**src/rtl/sa_pkg.sv**
```systemverilog
// Shared types and job-legality check for the systolic matmul tile sequencer.
package sa_pkg;

  typedef enum logic [2:0] {
    S_IDLE   = 3'd0,
    S_LOAD_W = 3'd1,
    S_STREAM = 3'd2,
    S_DRAIN  = 3'd3,
    S_DONE   = 3'd4
  } seq_state_t;

  // A job is refused up front so that no address ever has to wrap.
  function automatic logic job_reject(input int nt, input int m, input int max_tiles,
                                      input int mem_rows, input int num_rows);
    return (nt == 0) || (m == 0) || (nt > max_tiles) ||
           (nt * m > mem_rows) || (nt * num_rows > mem_rows);
  endfunction

endpackage

```
**src/rtl/sa_delay_line.sv**
```systemverilog
// Fixed-depth shift line carrying a valid flag and a row address; sets output-write timing.
module sa_delay_line #(
  parameter int DEPTH = 8,
  parameter int AW    = 4
) (
  input  logic          clk,
  input  logic          rst_n,
  input  logic          i_vld,
  input  logic [AW-1:0] i_addr,
  output logic          o_vld,
  output logic [AW-1:0] o_addr
);

  logic [DEPTH-1:0]         r_vld;
  logic [DEPTH-1:0][AW-1:0] r_addr;

  always_ff @(posedge clk or negedge rst_n) begin
    if (!rst_n) begin
      r_vld  <= '0;
      r_addr <= '0;
    end else begin
      r_vld[0]  <= i_vld;
      r_addr[0] <= i_addr;
      for (int i = 1; i < DEPTH; i++) begin
        r_vld[i]  <= r_vld[i-1];
        r_addr[i] <= r_addr[i-1];
      end
    end
  end

  assign o_vld  = r_vld[DEPTH-1];
  assign o_addr = r_addr[DEPTH-1];

endmodule

```
**src/rtl/sa_matmul_seq.sv**
```systemverilog
// Multi-tile sequencer: issues weight/input/psum reads and output writes for T K-tiles of M rows.
module sa_matmul_seq
  import sa_pkg::*;
#(
  parameter int NUM_ROWS  = 4,
  parameter int NUM_COLS  = 4,
  parameter int MEM_ROWS  = 16,
  parameter int MAX_TILES = 4,
  parameter int PIPE_LAT  = NUM_ROWS + NUM_COLS,
  localparam int NT_W = $clog2(MAX_TILES + 1),
  localparam int MR_W = $clog2(MEM_ROWS + 1),
  localparam int AW   = $clog2(MEM_ROWS)
) (
  input  logic            clk,
  input  logic            rst_n,
  input  logic            i_start,
  input  logic [NT_W-1:0] i_num_tiles,
  input  logic [MR_W-1:0] i_m_rows,
  output logic            o_busy,
  output logic            o_done,
  output logic            o_err,
  output logic            o_weight_cenb,
  output logic            o_input_cenb,
  output logic [AW-1:0]   o_weight_addr,
  output logic [AW-1:0]   o_input_addr,
  output logic            o_psum_cenb,
  output logic [AW-1:0]   o_psum_addr,
  output logic            o_output_cenb,
  output logic            o_output_wenb,
  output logic [AW-1:0]   o_output_addr,
  output logic            o_mode,
  output logic            o_load_psum
);

  localparam logic [AW-1:0] NR_LAST = AW'(NUM_ROWS - 1);

  seq_state_t      r_state, w_next;
  logic [NT_W-1:0] r_nt, r_tile;
  logic [AW-1:0]   r_m_last, r_row, r_waddr, r_iaddr;
  logic            r_err, r_mode, r_load_psum;
  logic            w_reject, w_dl_vld, w_last_wr, w_last_tile;
  logic [AW-1:0]   w_dl_addr;

  assign w_reject    = job_reject(int'(i_num_tiles), int'(i_m_rows), MAX_TILES, MEM_ROWS, NUM_ROWS);
  assign w_last_wr   = w_dl_vld && (w_dl_addr == r_m_last);
  assign w_last_tile = (r_tile == r_nt - NT_W'(1));

  sa_delay_line #(.DEPTH(PIPE_LAT), .AW(AW)) u_dly (
    .clk    (clk),
    .rst_n  (rst_n),
    .i_vld  (r_state == S_STREAM),
    .i_addr (r_row),
    .o_vld  (w_dl_vld),
    .o_addr (w_dl_addr)
  );

  always_comb begin
    w_next        = r_state;
    o_weight_cenb = 1'b1;
    o_input_cenb  = 1'b1;
    o_psum_cenb   = 1'b1;
    o_busy        = 1'b0;
    o_done        = 1'b0;
    o_err         = 1'b0;
    case (r_state)
      S_IDLE:   if (i_start) w_next = w_reject ? S_DONE : S_LOAD_W;
      S_LOAD_W: begin
        o_weight_cenb = 1'b0;
        o_busy        = 1'b1;
        if (r_row == NR_LAST) w_next = S_STREAM;
      end
      S_STREAM: begin
        o_input_cenb = 1'b0;
        o_psum_cenb  = (r_tile == '0);
        o_busy       = 1'b1;
        if (r_row == r_m_last) w_next = S_DRAIN;
      end
      // Wait for the pipeline to deliver the tile's final row to the output memory.
      S_DRAIN: begin
        o_busy = 1'b1;
        if (w_last_wr) w_next = w_last_tile ? S_DONE : S_LOAD_W;
      end
      S_DONE: begin
        o_done = 1'b1;
        o_err  = r_err;
        w_next = S_IDLE;
      end
      default: w_next = S_IDLE;
    endcase
  end

  always_ff @(posedge clk or negedge rst_n) begin
    if (!rst_n) begin
      r_state     <= S_IDLE;
      r_nt        <= '0;
      r_tile      <= '0;
      r_m_last    <= '0;
      r_row       <= '0;
      r_waddr     <= '0;
      r_iaddr     <= '0;
      r_err       <= 1'b0;
      r_mode      <= 1'b0;
      r_load_psum <= 1'b0;
    end else begin
      r_state     <= w_next;
      r_mode      <= !o_weight_cenb;
      r_load_psum <= !o_psum_cenb;
      case (r_state)
        S_IDLE: if (i_start) begin
          r_nt     <= i_num_tiles;
          r_m_last <= AW'(i_m_rows - MR_W'(1));
          r_err    <= w_reject;
          r_tile   <= '0;
          r_row    <= '0;
          r_waddr  <= '0;
          r_iaddr  <= '0;
        end
        // Weight and input tiles are contiguous, so running addresses replace t*NUM_ROWS / t*M.
        S_LOAD_W: begin
          r_waddr <= r_waddr + AW'(1);
          r_row   <= (r_row == NR_LAST) ? '0 : r_row + AW'(1);
        end
        S_STREAM: begin
          r_iaddr <= r_iaddr + AW'(1);
          r_row   <= (r_row == r_m_last) ? '0 : r_row + AW'(1);
        end
        S_DRAIN: if (w_last_wr && !w_last_tile) r_tile <= r_tile + NT_W'(1);
        default: ;
      endcase
    end
  end

  assign o_psum_addr   = r_row;
  assign o_weight_addr = r_waddr;
  assign o_input_addr  = r_iaddr;
  assign o_output_cenb = !w_dl_vld;
  assign o_output_wenb = !w_dl_vld;
  assign o_output_addr = w_dl_addr;
  assign o_mode        = r_mode;
  assign o_load_psum   = r_load_psum;

endmodule

```
**config.mk**
```make
export PLATFORM = sky130hd
export DESIGN_NAME = sa_matmul_seq
export DESIGN_NICKNAME = d
export VERILOG_FILES = /design/src/rtl/sa_pkg.sv /design/src/rtl/sa_delay_line.sv /design/src/rtl/sa_matmul_seq.sv
export SDC_FILE = /design/constraint.sdc
export NUM_CORES = 1
export LEC_CHECK = 0
export ABC_AREA = 1
export BUFFER_PORTS_ARGS = -buffer_cell sky130_fd_sc_hd__buf_2
export CAP_MARGIN = 20
export CORE_UTILIZATION = 55
export CTS_BUF_LIST = sky130_fd_sc_hd__clkbuf_16
export DETAILED_ROUTE_END_ITERATION = 16
export PLACE_DENSITY = 0.74
export SYNTH_ARGS = -nofsm -noshare
export SYNTH_HDL_FRONTEND = slang
export SYNTH_SLANG_ARGS = --single-unit
```
**constraint.sdc**
```tcl
create_clock -name clk -period 2.9 [get_ports clk]
set_clock_uncertainty 0.05 [all_clocks]
set_input_delay 0.58 -clock clk [delete_from_list [all_inputs] [get_ports clk]]
set_output_delay 0.58 -clock clk [all_outputs]
set_load 0.05 [all_outputs]
```
==> metrics.csv, run 1 <==
stage;metric;value;unit
worst_setup_path;Crit Path Class;in2reg;
status;status;complete, no violations;
grt;grt ovf;0;
worst_setup_path;critical path peak fanout;7;
worst_setup_path;worst endpoint required time;3050;ps
sta;Rel. slew slack;78.7;%
cts;cts bufs inserted;9;
synthesis;Synth cell types;28;
sta;fin crit share;85.1;%
synthesis;yosys warns;0;
grt;Tot GR Track Use;21.2;%
route;Avg WL per Cell;12.9;um
worst_hold_path;Hold Crit Class;in2async;
power;Lkg Pwr;1.93;nW
cts;clock transition at the registers of the reported paths;50;ps
synthesis;Gate Count Post-Synth;309;
place;I/O Buffers;36;
cts;CTS tree;built;
worst_setup_path;max incr delay on CP;540;ps
floorplanning;die width;76.3;um
cts;Root Buffer;clkbuf_16;
synthesis;Synth Cell Area;0.00303;mm2
cts;CTS sink cnt;68;
route;antenna viol nets, final;0;
cts;setup bufs post-CTS;0;
final_layout;Layout fillers;412;
floorplanning;I/O pins;37;
route;DRT iter0 DRCs;70;
worst_setup_path;cells along the critical path;buf_2 -> nand2_1 -> fa_1 -> inv_1 -> ha_1 -> fa_1 -> nor2_1 -> nand2_1 -> nand2_1 -> nand3_1 -> o21ai_0 -> a21oi_1;
final_layout;share of layout cells above drive strength 1;17.5;%
route;Vias/cell;5.01;
floorplanning;CORE AREA;0.00520;mm2
cts;CTS H-Tree Depth;3;
final_layout;Finished Cell Area;0.00356;mm2
route;final wirelength;5.46;mm
sta;Hold Vio Cnt, Final;0;
worst_setup_path;crit path buf inv count;2;
cts;clock tree buffer depth;2;
final_layout;FF/Latch Area;0.00170;mm2
grt;number of global-route vias before repair;2090;
power;VDD IR-drop max;0.700;mV
synthesis;Syn Nets;339;
worst_setup_path;Worst setup EP type;flop;
worst_setup_path;CP dominant cell by count;nand2_1;
run;max_cap viols;0;
worst_setup_path;Worst setup SP type;input port;
place;DP HPWL;3.88;mm
power;PwrDens;935;mW/mm2
final_layout;Antenna diodes;0;
floorplanning;Die H;76.3;um
worst_setup_path;CP top delay family;adder cells;
floorplanning;Die ar.;0.00582;mm2
grt;first-pass GRT wire length;9.53;mm
worst_setup_path;slowest stage cell on the critical path;fa_1;
cts;post-cts gate resize count;0;
cts;hold_buf cts;0;
route;via count;2130;
route;DRC Markers;0;
cts;Skew-Pair Late Insertion Delay;320;ps
sta;RSZ-0062 raised after global routing;no;
grt;initial antenna violation count;0;
final_layout;area grow syn2layout;17.4;%
sta;Tmin final;2470;ps
synthesis;post-synthesis sequential area ratio;56.1;%
route;Detailed Routing Iterations Pass 1;5;
sta;max-slew violation count;0;
synthesis;FF+latch count, synth;68;
sta;setup TNS;0;ps
place;placed cell area;0.00328;mm2
sta;Setup-failing EPs final;0;
grt;largest net degree at the start of global routing;62;
sta;Slew @ Worst Pin;319;ps
floorplanning;Initial Util;58.3;%
sta;fmax;0.405;GHz
worst_setup_path;CP Data Arrival Time;2620;ps
synthesis;syn_area_per_cell;9.82;um2
place;Routability Congestion;0.866;
final_layout;final net count;380;
floorplanning;FP Rows;26;
final_layout;area of the multi-input gates;0.00112;mm2
routing by layer:
layer	global-route usage [%]	vias to the layer above	share of wire [%]
met1	27.3	1002	45
met2	34.1	58	48
li1	-	1058	-
met5	0	-	0
met3	6.59	12	4.5
met4	7.12	0	1.8
cells in the mapped netlist:
cell / n / share of area (%)
nor2_4: 1 / 0.37
o21ai_1: 9 / 1.5
nand2_2: 3 / 0.62
a21oi_2: 1 / 0.29
nand4_1: 1 / 0.21
o211ai_1: 1 / 0.25
a22o_1: 1 / 0.29
nor2_2: 1 / 0.21
o21ai_0: 12 / 2.0
buf_2: 3 / 0.49
ha_1: 15 / 6.2
a21oi_1: 10 / 1.7
fa_1: 4 / 2.6
nand3_1: 20 / 3.3
buf_4: 5 / 1.2
and3_1: 1 / 0.21
xnor2_1: 11 / 3.2
nor2_1: 17 / 2.1
xor2_1: 4 / 1.2
dfrtp_1: 68 / 56
nand3b_1: 2 / 0.49
inv_2: 3 / 0.37
nand2_1: 68 / 8.4
o21bai_1: 2 / 0.49
nor3_2: 1 / 0.33
o21ai_2: 1 / 0.29
inv_1: 39 / 4.8
nor3_1: 5 / 0.82
path summary, 6_finish.rpt:
path	startpoint	endpoint	slack, ps	depth (start not counted)
max in group asynchronous	rst_n	u_dly.r_addr[9]$_DFF_PN0_	2190	2
setup reg to reg	r_nt[0]$_DFFE_PN0P_	r_tile[2]$_DFFE_PN0P_	1220	9
setup / recovery	i_num_tiles[2]	r_state[2]$_DFFE_PN0P_	430	12
min in group clk	u_dly.r_addr[3]$_DFF_PN0_	u_dly.r_addr[7]$_DFF_PN0_	290	0
hold reg to reg	u_dly.r_addr[3]$_DFF_PN0_	u_dly.r_addr[7]$_DFF_PN0_	290	0
hold / removal	rst_n	r_nt[1]$_DFFE_PN0P_	50	1
state kept, by name, indices dropped and copies added (netlist names), 4 cells and up:
name,flops
o_weight_addr,4
u_dly.r_vld,8
u_dly.r_addr,28
u_dly.o_addr,4
r_m_last,4
o_psum_addr,4
o_input_addr,4
placed cells by master, fill, tap and decap left out, drive strengths merged:
cell,n
a21oi,11
a22o,1
and3,1
buf,38
bufinv,1
clkbuf,9
clkinv,4
clkinvlp,1
dfrtp,68
fa,4
ha,15
inv,43
nand2,71
nand3,20
nand3b,2
nand4,1
nor2,19
nor3,6
o211ai,1
o21ai,22
o21bai,2
xnor2,11
xor2,4
per-stage QoR:
step	std cells	worst slack [ps]	util [%]	hold slack, ps	power (mW)
final	425	432	68.4	50.9	3.33
after global placement	409	140	62.9	282	2.28
after floorplan	309	386	-	234	2.07
after CTS	425	438	68.4	47.0	3.35
after detailed placement	409	105	62.9	285	2.32
after global routing	425	270	68.4	49.3	3.51
cell type report:
| type | instances | share of cell area (%) |
|---|---|---|
| Multi-Input combinational cell | 191 | 31.5 |
| Sequential cell | 68 | 47.8 |
| Tap cell | 70 | 2.46 |
| Timing Repair Buffer | 38 | 5.83 |
| Clock inverter | 7 | 1.65 |
| Inverter | 42 | 4.43 |
| Clock buffer | 9 | 6.33 |
cell families after synthesis:
logic type / share of synthesized area [%]
AND/OR/NAND/NOR: 17.1
flip-flops: 56.1
buffers and inverters: 6.93
AO/OA/AOI/OAI: 6.72
adder cells (fa/ha/maj): 8.83
XOR/XNOR: 4.33
power breakdown:
part           internal [mW]  switching [mW]
registers               1.14           0.159
clock network          0.652           0.362
logic                  0.303           0.712
total                   2.09            1.23
Note: power is estimated with default switching activity, not from simulation.
==> run 2: changes to the inputs <==
--- a/config.mk
+++ b/config.mk
@@ -8,10 +8,11 @@
 export ABC_AREA = 1
 export BUFFER_PORTS_ARGS = -buffer_cell sky130_fd_sc_hd__buf_2
 export CAP_MARGIN = 20
-export CORE_UTILIZATION = 55
+export CORE_UTILIZATION = 30
 export CTS_BUF_LIST = sky130_fd_sc_hd__clkbuf_16
 export DETAILED_ROUTE_END_ITERATION = 16
-export PLACE_DENSITY = 0.74
+export PLACE_DENSITY = 0.45
+export RECOVER_POWER = 25
 export SYNTH_ARGS = -nofsm -noshare
 export SYNTH_HDL_FRONTEND = slang
 export SYNTH_SLANG_ARGS = --single-unit
==> run 2 against run 1 <==
  * Worst setup slack improved by 8.8 ps
  * Clock-buffer cell count unchanged
  * Maximum frequency rose by 0.36%
  * Worst hold slack better by 240 ps
  * Non-clock buffer count is 2 higher
  * Core utilization is 31 points lower
  * Register-to-register slack got worse by 20 ps
  * Sequential power about the same
  * Highest routed layer unchanged
==> metrics.csv, run 2 (synthesis results as in run 1) <==
stage;metric;value;unit;change
final_layout;max reg flops;28;;unchanged
cts;CTS sink cnt;68;;unchanged
worst_hold_path;Hold Crit Class;reg2reg;;was in2async
worst_setup_path;worst r2r path cells;9;;unchanged
worst_setup_path;Crit Path Class;in2reg;;unchanged
floorplanning;Initial Util;31.0;%;was 58.3%
final_layout;share of layout cells above drive strength 1;18.5;%;was 17.5%
cts;post-cts gate resize count;0;;unchanged
route;via count;2080;;was 2,130
place;Routability Congestion;0.756;;was 0.866
cts;hold_buf cts;0;;unchanged
worst_setup_path;WP depth;12;;unchanged
sta;fin crit share;84.8;%;was 85.1%
route;antenna viol nets, final;0;;unchanged
route;DRT iter0 DRCs;52;;was 70
place;placed cell count;474;;was 409
cts;Root Buffer;clkbuf_16;;unchanged
sta;Setup-failing EPs final;0;;unchanged
worst_hold_path;hold-critical path depth;0;;
grt;first-pass GRT wire length;9.62;mm;was 9.53 mm
power;VDD IR-drop max;0.260;mV;was 0.700 mV
grt;grt ovf;0;;unchanged
sta;Rel. slew slack;29.5;%;was 78.7%
route;Detailed Routing Iterations Pass 1;4;;was 5
cts;clock tree buffer depth;2;;unchanged
worst_setup_path;critical path peak fanout;7;;unchanged
power;Lkg Pwr;1.95;nW;was 1.93 nW
final_layout;Largest Register;u_dly.r_addr;;unchanged
worst_hold_path;Worst Hold Launch;u_dly.r_addr[7]$_DFF_PN0_;;
power;Clock Power Share;32.0;%;was 30.5%
floorplanning;die width;103;um;was 76.3 um
floorplanning;CORE AREA;0.00977;mm2;was 0.00520 mm2
worst_setup_path;CP Data Arrival Time;2620;ps;about the same
cts;CTS H-Tree Depth;3;;unchanged
final_layout;biggest regs;u_dly.r_addr: 28 flops, u_dly.r_vld: 8 flops;;unchanged
floorplanning;Die H;103;um;was 76.3 um
sta;max-slew violation count;0;;unchanged
cts;cts bufs inserted;9;;unchanged
power;PwrDens;918;mW/mm2;was 935 mW/mm2
floorplanning;FP Rows;36;;was 26
worst_setup_path;CP top delay family;adder cells;;unchanged
power;P_int;2.11;mW;was 2.09 mW
worst_setup_path;max incr delay on CP;540;ps;about the same
final_layout;Antenna diodes;0;;unchanged
worst_setup_path;Worst setup SP type;input port;;unchanged
worst_setup_path;Worst Setup SP;i_num_tiles[2];;unchanged
floorplanning;Die ar.;0.0105;mm2;was 0.00582 mm2
worst_setup_path;slowest stage cell on the critical path;fa_1;;unchanged
route;Vias/cell;4.24;;was 5.01
sta;fmax;0.407;GHz;was 0.405 GHz
route;DRC Markers;0;;unchanged
cts;setup bufs post-CTS;0;;unchanged
place;DP HPWL;4.15;mm;was 3.88 mm
worst_setup_path;Worst setup EP type;flop;;unchanged
final_layout;area grow syn2layout;20.9;%;was 17.4%
sta;Tmin final;2460;ps;was 2470 ps
grt;largest net degree at the start of global routing;32;;was 62
grt;Tot GR Track Use;12.2;%;was 21.2%
sta;Hold Vio Cnt, Final;0;;unchanged
route;final wirelength;5.64;mm;was 5.46 mm
final_layout;Layout fillers;992;;was 412
place;I/O Buffers;36;;unchanged
sta;setup TNS;0;ps;unchanged
sta;Slew @ Worst Pin;1060;ps;was 319 ps
grt;number of global-route vias before repair;2058;;was 2,090
grt;initial antenna violation count;0;;unchanged
worst_setup_path;reg2reg start;r_nt[0]$_DFFE_PN0P_;;unchanged
worst_setup_path;worst endpoint required time;3060;ps;was 3050 ps
run;max_cap viols;0;;unchanged
status;status;complete, no violations;;unchanged
worst_setup_path;cells along the critical path;buf_2 -> nand2_1 -> fa_1 -> inv_1 -> ha_1 -> fa_1 -> nor2_1 -> nand2_1 -> nand2_1 -> nand3_1 -> o21ai_0 -> a21oi_1;;unchanged
cts;Skew-Pair Late Insertion Delay;330;ps;was 320 ps
cts;CTS tree;built;;unchanged
power;Logic pwr share;29.7;%;was 30.5%
final_layout;final net count;382;;was 380
final_layout;commonest non-fill, non-tap cells in the layout;68 x nand2_1, 68 x dfrtp_1, 39 x inv_1;;was 68 x nand2_1, 68 x dfrtp_1, 40 x inv_1
floorplanning;I/O pins;37;;unchanged
cts;clock transition at the registers of the reported paths;60;ps;was 50 ps
route;Avg WL per Cell;11.5;um;was 12.9 um
worst_setup_path;crit path buf inv count;2;;unchanged
power;Sw Pwr;1.26;mW;was 1.23 mW
worst_setup_path;CP dominant cell by count;nand2_1;;unchanged
final_layout;Finished Layout Cells;490;;was 425
power;sw frac;37.3;%;was 37.1%
sta;RSZ-0062 raised after global routing;no;;unchanged
power;Reg power frac;38.3;%;was 39.0%
==> run 2: worst paths after layout <==
check / to / slack (ps)
min in group asynchronous: o_load_psum$_DFF_PN0_ / 370
max: r_state[2]$_DFFE_PN0P_ / 440
min reg2reg: u_dly.r_addr[11]$_DFF_PN0_ / 290
max reg2reg: r_tile[2]$_DFFE_PN0P_ / 1200
min: u_dly.r_addr[11]$_DFF_PN0_ / 290
max in group asynchronous: u_dly.r_addr[26]$_DFF_PN0_ / 1590
==> run 2: worst reg2reg max path, stage by stage, from the launching register on <==
cell      delay [ps]
dfrtp_1          370
inv_1             70
ha_1             300
xnor2_1          120
a21oi_1          190
nand2_1          110
nand3b_1         210
nand2_1           80
nand2_1           60
nand2_1           40
==> run 2: power by group through the flow <==
stage          logic, mW  registers (mW)  clock network [mW]
2_1_floorplan      0.695            1.38                   0
3_3_place_gp        1.01            1.31                   0
3_5_place_dp        1.02            1.31                   0
4_1_cts             1.02            1.29                1.11
5_1_grt             1.12            1.32                1.16
6_report            1.00            1.29                1.08
==> run 2: stage by stage <==
stage	power, mW	util [%]	instance area [um2]	setup slack [ps]	hold WS [ps]
after global routing	3.59	37.5	3670	255	301
after detailed placement	2.32	34.5	3370	72.6	285
final	3.37	37.5	3670	441	295
after CTS	3.42	37.5	3670	434	158
after floorplan	2.07	-	3030	386	234
after global placement	2.32	34.5	3370	109	282
==> run 2: cell type report <==
class / instances / area [um2] / area share, %
Sequential cell: 68 / 1700 / 46.4
Multi-Input combinational cell: 191 / 1120 / 30.6
Clock buffer: 9 / 225 / 6.14
Timing Repair Buffer: 40 / 221 / 6.04
Tap cell: 133 / 166 / 4.54
Inverter: 42 / 158 / 4.30
Clock inverter: 7 / 73.8 / 2.01
==> run 2: metal layers <==
metal  wire [um]  track usage (%)  part of all wire (%)
met1        2840             15.6                    50
met2        2460             18.9                    44
met3         257             4.41                   4.6
met4          78             5.05                   1.4
met5           0                0                     0
